--- config.mk ---
export PLATFORM = sky130hd
export DESIGN_NAME = sd_start_ctrl
export DESIGN_NICKNAME = d
export VERILOG_FILES = /design/src/rtl/sd_start_pkg.sv /design/src/rtl/sd_start_tick_pulser.sv /design/src/rtl/sd_start_ctrl.sv
export SDC_FILE = /design/constraint.sdc
export NUM_CORES = 1
export LEC_CHECK = 0
export ABC_CLOCK_PERIOD_IN_PS = 3360
export CAP_MARGIN = 20
export CORE_ASPECT_RATIO = 2
export CORE_MARGIN = 5
export CORE_UTILIZATION = 25
export CTS_BUF_LIST = sky130_fd_sc_hd__clkbuf_4 sky130_fd_sc_hd__clkbuf_8 sky130_fd_sc_hd__clkbuf_16
export DETAILED_ROUTE_END_ITERATION = 8
export PLACE_DENSITY = 0.43
export RECOVER_POWER = 25
export SYNTH_ARGS = -nofsm -noshare
export SYNTH_HDL_FRONTEND = slang
export SYNTH_SLANG_ARGS = --single-unit
--- constraint.sdc ---
create_clock -name clk_raw -period 3.36 [get_ports clk_raw]
set_clock_uncertainty 0.1 [all_clocks]
set_input_delay 0.672 -clock clk_raw [delete_from_list [all_inputs] [get_ports clk_raw]]
set_output_delay 0.672 -clock clk_raw [all_outputs]
set_load 0.05 [all_outputs]
--- src/rtl/sd_start_pkg.sv ---
// Shared definitions for the SD card start controller: state encoding,
// debug-word field offsets and the lowest-pressed-channel helper.
package sd_start_pkg;

   typedef enum logic [3:0] {
      ST_IDLE   = 4'd0,
      ST_ARMING = 4'd1,
      ST_START  = 4'd2,
      ST_WAIT   = 4'd3,
      ST_DONE   = 4'd4,
      ST_FAIL   = 4'd5
   } state_t;

   localparam int DBG_PRESS_LSB = 0;
   localparam int DBG_RETRY_LSB = 4;
   localparam int DBG_SEL_LSB   = 8;
   localparam int DBG_STATE_LSB = 12;

   function automatic logic [3:0] lowest_idx(input logic [15:0] v);
      logic [3:0] idx;
      idx = 4'd0;
      for (int i = 15; i >= 0; i--) begin
         if (v[i]) begin
            idx = 4'(i);
         end else begin
            idx = idx;
         end
      end
      return idx;
   endfunction

endpackage

--- src/rtl/sd_start_tick_pulser.sv ---
// Per-button two-flop synchroniser sampled on tick, with a rising-edge pulse
// that lasts exactly one tick and ignores buttons already held at reset.
module tick_pulser
   import sd_start_pkg::*;
(
   input  logic clk,
   input  logic reset,
   input  logic tick,
   input  logic pb,
   output logic press
);

   logic       s1_r;
   logic       s2_r;
   logic [1:0] vld_r;
   logic       armed_r;
   logic       armed_nxt_s;

   // A genuine low sample must be seen before any rising edge counts.
   assign armed_nxt_s = armed_r | (vld_r[1] & ~s2_r);

   // Synchroniser, fill tracking and registered edge pulse, all on tick.
   always_ff @(posedge clk or posedge reset) begin
      if (reset) begin
         s1_r    <= 1'b0;
         s2_r    <= 1'b0;
         vld_r   <= 2'b00;
         armed_r <= 1'b0;
         press   <= 1'b0;
      end else if (tick) begin
         s1_r    <= pb;
         s2_r    <= s1_r;
         vld_r   <= {vld_r[0], 1'b1};
         armed_r <= armed_nxt_s;
         press   <= s1_r & ~s2_r & armed_nxt_s;
      end
   end

endmodule

--- src/rtl/sd_start_ctrl.sv ---
// Push-button start sequencer for NCH targets, stepping on a prescaled tick.
// Optional feature: define SD_START_RETRY_EN to restart after a done timeout.
module sd_start_ctrl
   import sd_start_pkg::*;
#(
   parameter int DIV_BITS      = 17,
   parameter int NCH           = 4,
   parameter int ARM_PRESSES   = 2,
   parameter int TIMEOUT_TICKS = 255,
   parameter int MAX_RETRY     = 3
) (
   input  logic            clk_raw,
   input  logic            reset,
   input  logic [NCH-1:0]  pb_raw,
   input  logic [NCH-1:0]  done_i,
   output logic [NCH-1:0]  start_o,
   output logic            busy,
   output logic            fail,
   output logic [15:0]     debug
);

`ifdef SD_START_RETRY_EN
   localparam bit RETRY_EN = 1'b1;
`else
   localparam bit RETRY_EN = 1'b0;
`endif

   logic [DIV_BITS-1:0] presc_r;
   logic                tick_s;
   logic [NCH-1:0]      press_s;
   state_t              state_r, state_nxt;
   logic [3:0]          sel_r, sel_nxt;
   logic [3:0]          cnt_r, cnt_nxt;
   logic [3:0]          retry_r, retry_nxt;
   logic [7:0]          timer_r, timer_nxt;
   logic                gap_r, gap_nxt;
   logic [NCH-1:0]      sel_mask_s, sel_mask_nxt_s, start_nxt_s;
   logic                press_any_s, press_sel_s, done_sel_s, timeout_s;
   logic [3:0]          cnt_inc_s;
   logic [7:0]          timer_inc_s;
   logic                busy_nxt_s, fail_nxt_s;
   logic [15:0]         debug_nxt_s;

   function automatic logic [NCH-1:0] onehot(input logic [3:0] idx);
      logic [NCH-1:0] m;
      for (int i = 0; i < NCH; i++) begin
         m[i] = (idx == 4'(i));
      end
      return m;
   endfunction

   // Free-running prescaler; its wrap is the only timebase for the FSM.
   always_ff @(posedge clk_raw or posedge reset) begin
      if (reset) begin
         presc_r <= {DIV_BITS{1'b0}};
      end else begin
         presc_r <= presc_r + DIV_BITS'(1);
      end
   end

   assign tick_s = (presc_r == {DIV_BITS{1'b1}});

   for (genvar g = 0; g < NCH; g++) begin : g_ch
      tick_pulser u_pulser (
         .clk   (clk_raw),
         .reset (reset),
         .tick  (tick_s),
         .pb    (pb_raw[g]),
         .press (press_s[g])
      );
   end

   assign sel_mask_s  = onehot(sel_r);
   assign press_any_s = |press_s;
   assign press_sel_s = (press_s == sel_mask_s);
   assign done_sel_s  = |(done_i & sel_mask_s);
   assign timeout_s   = (timer_r >= 8'(TIMEOUT_TICKS - 1));
   assign cnt_inc_s   = (cnt_r == 4'hF) ? cnt_r : cnt_r + 4'd1;
   assign timer_inc_s = (timer_r == 8'hFF) ? timer_r : timer_r + 8'd1;

   // Next-state and counter updates; nothing moves between ticks.
   always_comb begin
      state_nxt = state_r;
      sel_nxt   = sel_r;
      cnt_nxt   = cnt_r;
      retry_nxt = retry_r;
      timer_nxt = timer_r;
      gap_nxt   = gap_r;
      if (tick_s) begin
         case (state_r)
            ST_IDLE: begin
               if (press_any_s) begin
                  sel_nxt   = lowest_idx(16'(press_s));
                  cnt_nxt   = 4'd1;
                  retry_nxt = 4'd0;
                  timer_nxt = 8'd0;
                  gap_nxt   = 1'b0;
                  state_nxt = (ARM_PRESSES == 1) ? ST_START : ST_ARMING;
               end else begin
                  state_nxt = ST_IDLE;
               end
            end
            ST_ARMING: begin
               if (press_sel_s) begin
                  cnt_nxt   = cnt_inc_s;
                  timer_nxt = 8'd0;
                  state_nxt = (cnt_inc_s >= 4'(ARM_PRESSES)) ? ST_START : ST_ARMING;
               end else if (press_any_s || timeout_s) begin
                  cnt_nxt   = 4'd0;
                  state_nxt = ST_IDLE;
               end else begin
                  timer_nxt = timer_inc_s;
               end
            end
            ST_START: begin
               timer_nxt = 8'd0;
               gap_nxt   = 1'b0;
               state_nxt = ST_WAIT;
            end
            ST_WAIT: begin
               if (done_sel_s) begin
                  state_nxt = ST_DONE;
               end else if (timeout_s) begin
                  // A restart holds start low for one tick before re-asserting.
                  if (RETRY_EN && (retry_r < 4'(MAX_RETRY))) begin
                     retry_nxt = (retry_r == 4'hF) ? retry_r : retry_r + 4'd1;
                     gap_nxt   = 1'b1;
                     state_nxt = ST_START;
                  end else begin
                     state_nxt = ST_FAIL;
                  end
               end else begin
                  timer_nxt = timer_inc_s;
               end
            end
            ST_DONE: begin
               if (press_sel_s) begin
                  cnt_nxt   = 4'd0;
                  state_nxt = ST_IDLE;
               end else begin
                  state_nxt = ST_DONE;
               end
            end
            ST_FAIL: begin
               if (press_any_s) begin
                  cnt_nxt   = 4'd0;
                  retry_nxt = 4'd0;
                  state_nxt = ST_IDLE;
               end else begin
                  state_nxt = ST_FAIL;
               end
            end
            default: begin
               gap_nxt   = 1'b0;
               state_nxt = ST_IDLE;
            end
         endcase
      end else begin
         state_nxt = state_r;
      end
   end

   // Output values computed from the next state so the registered outputs align with it.
   always_comb begin
      sel_mask_nxt_s = onehot(sel_nxt);
      if (((state_nxt == ST_START) && !gap_nxt) || (state_nxt == ST_WAIT) ||
          (state_nxt == ST_DONE)) begin
         start_nxt_s = sel_mask_nxt_s;
      end else begin
         start_nxt_s = {NCH{1'b0}};
      end
      busy_nxt_s  = (state_nxt == ST_ARMING) || (state_nxt == ST_START) ||
                    (state_nxt == ST_WAIT);
      fail_nxt_s  = (state_nxt == ST_FAIL);
      debug_nxt_s = 16'h0000;
      debug_nxt_s[DBG_STATE_LSB +: 4] = state_nxt;
      debug_nxt_s[DBG_SEL_LSB   +: 4] = sel_nxt;
      debug_nxt_s[DBG_RETRY_LSB +: 4] = retry_nxt;
      debug_nxt_s[DBG_PRESS_LSB +: 4] = cnt_nxt;
   end

   // State, counters and outputs; reset clears start_o without waiting for a tick.
   always_ff @(posedge clk_raw or posedge reset) begin
      if (reset) begin
         state_r <= ST_IDLE;
         sel_r   <= 4'd0;
         cnt_r   <= 4'd0;
         retry_r <= 4'd0;
         timer_r <= 8'd0;
         gap_r   <= 1'b0;
         start_o <= {NCH{1'b0}};
         busy    <= 1'b0;
         fail    <= 1'b0;
         debug   <= 16'h0000;
      end else begin
         state_r <= state_nxt;
         sel_r   <= sel_nxt;
         cnt_r   <= cnt_nxt;
         retry_r <= retry_nxt;
         timer_r <= timer_nxt;
         gap_r   <= gap_nxt;
         start_o <= start_nxt_s;
         busy    <= busy_nxt_s;
         fail    <= fail_nxt_s;
         debug   <= debug_nxt_s;
      end
   end

endmodule

==> results of run 1 <==
==> layer usage <==
layer | part of all wire (%) | routed length [um] | up-vias | GRT usage, %
met5 | 0 | 0 | - | 0
met4 | 3.1 | 245 | 0 | 5.64
met3 | 3.4 | 268 | 16 | 2.43
met2 | 56 | 4450 | 55 | 20.5
met1 | 38 | 2990 | 1226 | 10.6
li1 | - | - | 1223 | -
==> synthesized netlist by cell type, types with 6 or more instances <==
library cell	n
dfrtp_1	62
nand2_1	27
nor2_1	23
inv_1	21
a21oi_1	17
o21ai_0	17
nand3_1	15
a31oi_1	8
nand4_1	8
xnor2_1	7
xor2_1	7
o2111ai_1	6
==> cells by family after synthesis <==
kind of cell / count (synthesis) / share of synthesized area [%]
flops: 62 / 48.5
xor+xnor: 14 / 3.83
other cells: 1 / 0.117
simple gates: 115 / 19.6
fa+ha+maj: 5 / 1.96
mux: 10 / 3.32
compound gates: 81 / 18.1
buf+inv: 34 / 4.61
==> critical path, cell delays in order (launching register included) <==
cell and delay (ps):
dfrtp_1 420, nand3_1 90, nor2_1 170, nand3_1 180
nor3_1 230, ha_1 190, buf_4 310, nand3b_1 140
nor3_1 200, a221oi_2 150, or4b_1 580, a21oi_1 180
==> flip-flops by register name, summed over array words and instances, names as in the netlist <==
signal and count:
presc_r 17, timer_r 8, g_ch.u_pulser.armed_r 4, g_ch.u_pulser.press 4, g_ch.u_pulser.s1_r 4, g_ch.u_pulser.s2_r 4
start_o 4, cnt_r 3, debug 3, sel_r 3, state_r 3, g_ch.u_pulser.vld_r 2
busy 1, fail 1, gap_r 1
==> power breakdown <==
group / total [uW] / switching [uW] / internal [uW]
logic: 40.8 / 29.4 / 11.4
clock network: 911 / 316 / 595
registers: 748 / 0 / 748
total: 1700 / 345 / 1350
==> metrics by stage <==
| step | area, sq um | util [%] | hold WS (ps) |
|---|---|---|---|
| floorplan | 3210 | - | 330 |
| global placement | 3630 | 28.9 | 341 |
| detailed placement | 3630 | 28.9 | 344 |
| CTS | 3930 | 31.3 | 355 |
| global route | 3940 | 31.4 | 366 |
| finish | 3940 | 31.4 | 353 |
==> path summary, 6_finish.rpt <==
kind                                      startpoint                        end  depth (start not counted)
max in group asynchronous                      reset     g_ch[0].u_pulser.press                          3
hold reg to reg            g_ch[0].u_pulser.vld_r[0]  g_ch[0].u_pulser.vld_r[0]                          1
min in group asynchronous                      reset   g_ch[2].u_pulser.armed_r                          3
setup reg to reg                          presc_r[3]                 start_o[1]                         11
setup / recovery                          presc_r[3]                 start_o[1]                         11
hold / removal             g_ch[0].u_pulser.vld_r[0]  g_ch[0].u_pulser.vld_r[0]                          1
==> area by class of cell <==
cell class	instances	area [sq um]
Clock inverter	4	47.5
Inverter	22	82.6
Multi-Input combinational cell	229	1520
Fill cell	1300	8610
Sequential cell	62	1550
Timing Repair Buffer	32	305
Tap cell	150	188
Clock buffer	11	246
==> timing repair <==
item,in CTS,in global routing
buffers inserted,0,1
gates resized for setup,0,1
setup endpoints to repair,0,2
==> flow_summary_export.csv, run 1 <==
group,metric,value,unit
sta,fin_crit,3040,ps
drt,dr.pass1.iters,4,
die,io_pins,32,
sta,slew_headroom,-3.84,%
die,rows,58,
layout,layout_common_cells,"dfrtp_1, nand2_1, clkdlybuf4s50_1",
sta,finalHoldViolations,0,
place,placed_cells,494,
place,dp_hpwl,5910,um
outcome,violations,"capacitance limit, slew limit",
logic_synthesis,synthesis.area,3200,sq um
sta,tns,0,ps
setup_path,critPathLaunchType,"register",
place,io_buffers,27,
clock_tree,cts-root-buf,"clkbuf_16",
power_and_ir_drop,total_power,1700,uW
sta,fin_crit_sh,90.4,%
layout,final_nets,371,
setup_path,critical_path_class,"register to register",
setup_path,end_kind,"register",
clock_tree,cts_buffers,9,
setup_path,reg2reg_slack,320,ps
layout,fin_cells,510,
die,die_x,90.0,um
logic_synthesis,yosysSeqAreaShare,48.5,%
logic_synthesis,synth_top_flop_cell,"dfrtp_1",
place,pre_cts_slack,261,ps
drt,post_drt_wl_per_cell,15.6,um
logic_synthesis,yosys_register_bits,62,
sta,grt_setup_unrepaired,"no",
setup_path,critPathMaxFanout,34,
global_routing,grt_start_max_net_pins,63,
sta,setup_viol,0,
logic_synthesis,syn-instance-count,322,
drt,route.detailed.drc,0,
setup_path,critical_path_required,3500,ps
drt,num_vias,2520,
logic_synthesis,post_synth_num_cell_types,62,
logic_synthesis,async_reset_ff_share,100,%
power_and_ir_drop,cellPowerDensity,431,nW/um^2
layout,n_antenna_cell,0,
drt,drtIter0Drc,117,
place,place_congestion,0.763,
layout,drive_above_1_share,11.4,%
clock_tree,htreeDepth,3,
drt,ant_nets,0,
sta,slew_viol_final,63,
layout,final_common_cell,"dfrtp_1",
clock_tree,clock_sinks,62,
global_routing,grt_first_pass_wirelength,13100,um
global_routing,grt_pass1_vias,2640,
power_and_ir_drop,max-vdd-ir-drop,229,uV
clock_tree,clock_latency,330,ps
logic_synthesis,syn_area_per_cell,9.94,sq um
global_routing,track_usage,10.7,%
sta,worstMarginPinSlew,1560,ps
clock_tree,hold_buffers,0,
logic_synthesis,yosys_warnings,0,
power_and_ir_drop,leakagePower,0.00170,uW
drt,routed_wl,7960,um
drt,routed_via_density,4.94,
logic_synthesis,yosysTopAreaCell,"dfrtp_1",
die,die_area,15300,sq um
clock_tree,clk_pin_slew,50,ps
die,dieHeight,170,um
logic_synthesis,synth_area_leaders,"dfrtp_1, nand2_1, nor2_1, a21oi_1, o21ai_0",
layout,area_delta_synth_final,23.2,%
clock_tree,cts_max_path_buffers,2,
setup_path,critical_path_arrival,3180,ps
logic_synthesis,synth_edf_count,0,
logic_synthesis,synth_top_area_share,48.5,%
sta,fin_ws,321,ps
die,initial_core_util,25.5,%
global_routing,antenna_found_initial,0,
outcome,status,"finished, violations left",
die,core-area,12600,sq um
min_path,hp-class,"register to register",
clock_tree,tritoncts,"built",
sta,fmax,0.329,GHz
job,maxCapViolations,1,
global_routing,overflow,0,
No activity file was read; power rests on OpenSTA's default activity.
==> run 2: changes to the inputs <==
--- a/config.mk
+++ b/config.mk
@@ -5,7 +5,6 @@
 export SDC_FILE = /design/constraint.sdc
 export NUM_CORES = 1
 export LEC_CHECK = 0
-export ABC_CLOCK_PERIOD_IN_PS = 3360
 export CAP_MARGIN = 20
 export CORE_ASPECT_RATIO = 2
 export CORE_MARGIN = 5
==> results of run 2 <==
Final layout, timing and power as in run 1 (identical DEF).
==> run 3: changes to the inputs <==
--- a/config.mk
+++ b/config.mk
@@ -15,4 +15,5 @@
 export RECOVER_POWER = 25
 export SYNTH_ARGS = -nofsm -noshare
 export SYNTH_HDL_FRONTEND = slang
+export SYNTH_HIERARCHICAL = 1
 export SYNTH_SLANG_ARGS = --single-unit
==> run 3 against run 2 <==
The run now ends clean; sequential cell count rose by 6; non-clock buffer count rose by 4; die area rose by 8.5%; cell count is 14% higher; worst setup slack worse by 36 ps; register-to-register slack lost 40 ps; global-route usage is 0.24 points higher; area after synthesis rose by 9.3%; sequential power is 9.5% higher; synthesized cell count up 9.6%; utilization shrank 0.17 points.
==> flow_summary_export.csv, run 3 <==
group,metric,value,unit
clock_tree,post-cts-setup-buffers,0,
clock_tree,clock_sinks,68,
outcome,status,"finished, final reports clean",
place,placed_cells,565,
layout,final_common_cell,"dfrtp_1",
clock_tree,htreeDepth,3,
power_and_ir_drop,cellPowerDensity,438,nW/um^2
drt,routed_wl,8480,um
die,initial_core_util,25.3,%
sta,worstMarginPinSlew,763,ps
die,rows,61,
clock_tree,cts-root-buf,"clkbuf_16",
power_and_ir_drop,max-vdd-ir-drop,247,uV
setup_path,critical_path_class,"register to register",
setup_path,path_depth,12,
power_and_ir_drop,p_switching,373,uW
logic_synthesis,yosysSeqAreaShare,48.7,%
logic_synthesis,synth_edf_count,0,
sta,fin_crit,3080,ps
drt,dr.pass1.iters,4,
power_and_ir_drop,swShare,19.7,%
sta,finalHoldViolations,0,
layout,largest_reg_flops,17,
layout,fin_cells,581,
logic_synthesis,yosysTopAreaCell,"dfrtp_1",
global_routing,overflow,0,
sta,setup_viol,0,
logic_synthesis,synth_top_flop_cell,"dfrtp_1",
drt,route.detailed.drc,0,
setup_path,critPathBufInv,1,
clock_tree,cts_max_path_buffers,2,
layout,n_antenna_cell,0,
die,io_pins,32,
setup_path,path_delay_family,"simple AND/OR/NAND/NOR gates",
die,die_x,93.6,um
sta,fmax,0.325,GHz
global_routing,grt_first_pass_wirelength,14300,um
sta,grt_setup_unrepaired,"no",
power_and_ir_drop,leakagePower,0.00189,uW
die,core-area,13800,sq um
power_and_ir_drop,p_int,1520,uW
logic_synthesis,yosysMostFrequentCell,"dfrtp_1",
clock_tree,clk_pin_slew,60,ps
logic_synthesis,syn_area_per_cell,9.90,sq um
layout,num-fill-cells,1435,
logic_synthesis,post_synth_num_cell_types,63,
logic_synthesis,yosys-top-cells-count,"dfrtp_1, nand2_1, nor2_1",
drt,routed_via_density,4.64,
global_routing,antenna_found_initial,0,
sta,slew_viol_final,0,
layout,reg_top3,"presc_r: 17 flops, g_ch.u_pulser/vld_r: 8 flops, timer_r: 8 flops",
setup_path,worst-r2r-cell-count,12,
setup_path,critical_path_required,3460,ps
layout,area_delta_synth_final,23.4,%
logic_synthesis,synth_area_leaders,"dfrtp_1, nand2_1, nand3_1, xnor2_1, nor2_1",
global_routing,grt_pass1_vias,2860,
setup_path,crit_chain,"and3_1 > and3_1 > nand3_1 > nor2_2 > and3_1 > ha_1 > nand2_1 > a311o_1 > a31oi_2 > buf_4 > a21boi_1 > o22ai_1",
place,place_congestion,0.844,
sta,tns,0,ps
clock_tree,cts_buffers,9,
logic_synthesis,yosys_register_bits,68,
drt,ant_nets,0,
setup_path,slowest_stage,"dfrtp_1",
logic_synthesis,yosys_warnings,6,
min_path,hp-class,"register to register",
die,dieHeight,177,um
drt,post_drt_wl_per_cell,14.6,um
logic_synthesis,synthesis.area,3500,sq um
logic_synthesis,async_reset_ff_share,100,%
layout,regMostFlops,"presc_r",
layout,layout_common_cells,"dfrtp_1, nand2_1, clkdlybuf4s50_1",
logic_synthesis,synth_top_area_share,48.7,%
setup_path,end_kind,"register",
clock_tree,clock_latency,330,ps
layout,regArea,1700,sq um
drt,num_vias,2697,
setup_path,critPathMaxFanout,14,
die,die_area,16600,sq um
min_path,hold_depth,1,
power_and_ir_drop,comb_power_share,2.2,%
drt,drtIter0Drc,119,
logic_synthesis,syn-instance-count,353,
setup_path,critical_path_arrival,3180,ps
sta,slew_headroom,48.8,%
place,io_buffers,27,
job,maxCapViolations,0,
setup_path,path_common_cell,"and3_1",
power_and_ir_drop,p_clk_share,54.4,%
layout,drive_above_1_share,13.3,%
layout,multi_input_area,1630,sq um
layout,final_nets,402,
global_routing,track_usage,11.0,%
power_and_ir_drop,pwr-share-seq,43.4,%
global_routing,grt_start_max_net_pins,33,
setup_path,critPathLaunchType,"register",
setup_path,slowest_delay,410,ps
sta,fin_crit_sh,91.5,%
clock_tree,tritoncts,"built",
place,dp_hpwl,6320,um
run 3: cell count changes after synthesis, moves of 6 or more:
cell       before  now
o2111ai_1       6    0
nand2_1        27   39
o21ai_0        17   10
dfrtp_1        62   68
run 3: cells by family after synthesis:
family / synth area share [%]
AOI/OAI and AO/OA: 16.0
xor gates and xnor gates: 3.76
adders and majority gates: 1.79
buffers and inverters: 5.30
DFF: 48.7
muxes: 3.94
other: 0.107
and+or+nand+nor: 20.5
run 3: cell type report:
| type | count | area share (%) |
|---|---|---|
| Timing Repair Buffer | 36 | 7.75 |
| Clock inverter | 4 | 1.68 |
| Tap cell | 189 | 5.48 |
| Clock buffer | 12 | 5.89 |
| Inverter | 22 | 1.91 |
| Sequential cell | 68 | 39.5 |
| Multi-Input combinational cell | 250 | 37.8 |
run 3: what timing repair did:
item                                    4_1_cts  5_1_grt
hold buffers                                  0        0
resized for setup                             0        3
endpoints found under the setup margin        0        6
run 3: power groups by stage:
stage                     logic (uW)  registers, uW  clock network, uW
final                           42.2            819               1030
after global routing            47.9            819               1100
after CTS                       44.3            819               1070
after detailed placement        44.3            834                  0
after global placement          43.9            834                  0
after floorplan                 28.1            834                  0
run 3: per-layer routing:
metal | wire length (um) | global-route usage [%] | up-vias
li1 | - | - | 1302
met1 | 3350 | 11.7 | 1314
met2 | 4590 | 20.0 | 59
met3 | 259 | 2.30 | 22
met4 | 286 | 5.49 | 0
met5 | 0 | 0 | -
run 3: final timing paths:
check | start | to | slack (ps)
max | presc_r[2] | timer_r[1] | 280
min | g_ch[1].u_pulser/vld_r[0] | g_ch[1].u_pulser/vld_r[0] | 370
max reg2reg | presc_r[2] | timer_r[1] | 280
min reg2reg | g_ch[1].u_pulser/vld_r[0] | g_ch[1].u_pulser/vld_r[0] | 370
max in group asynchronous | reset | presc_r[16] | 1650
min in group asynchronous | reset | g_ch[1].u_pulser/armed_r | 720
run 3: metrics by stage:
stage	setup WS, ps	util [%]	instance area, sq um	hold slack (ps)	total power, uW
after global routing	7.49	31.2	4310	392	1970
final	285	31.2	4310	367	1890
after floorplan	431	-	3510	337	862
after CTS	114	31.2	4310	372	1930
after global placement	170	28.8	3980	350	878
after detailed placement	139	28.8	3980	355	878
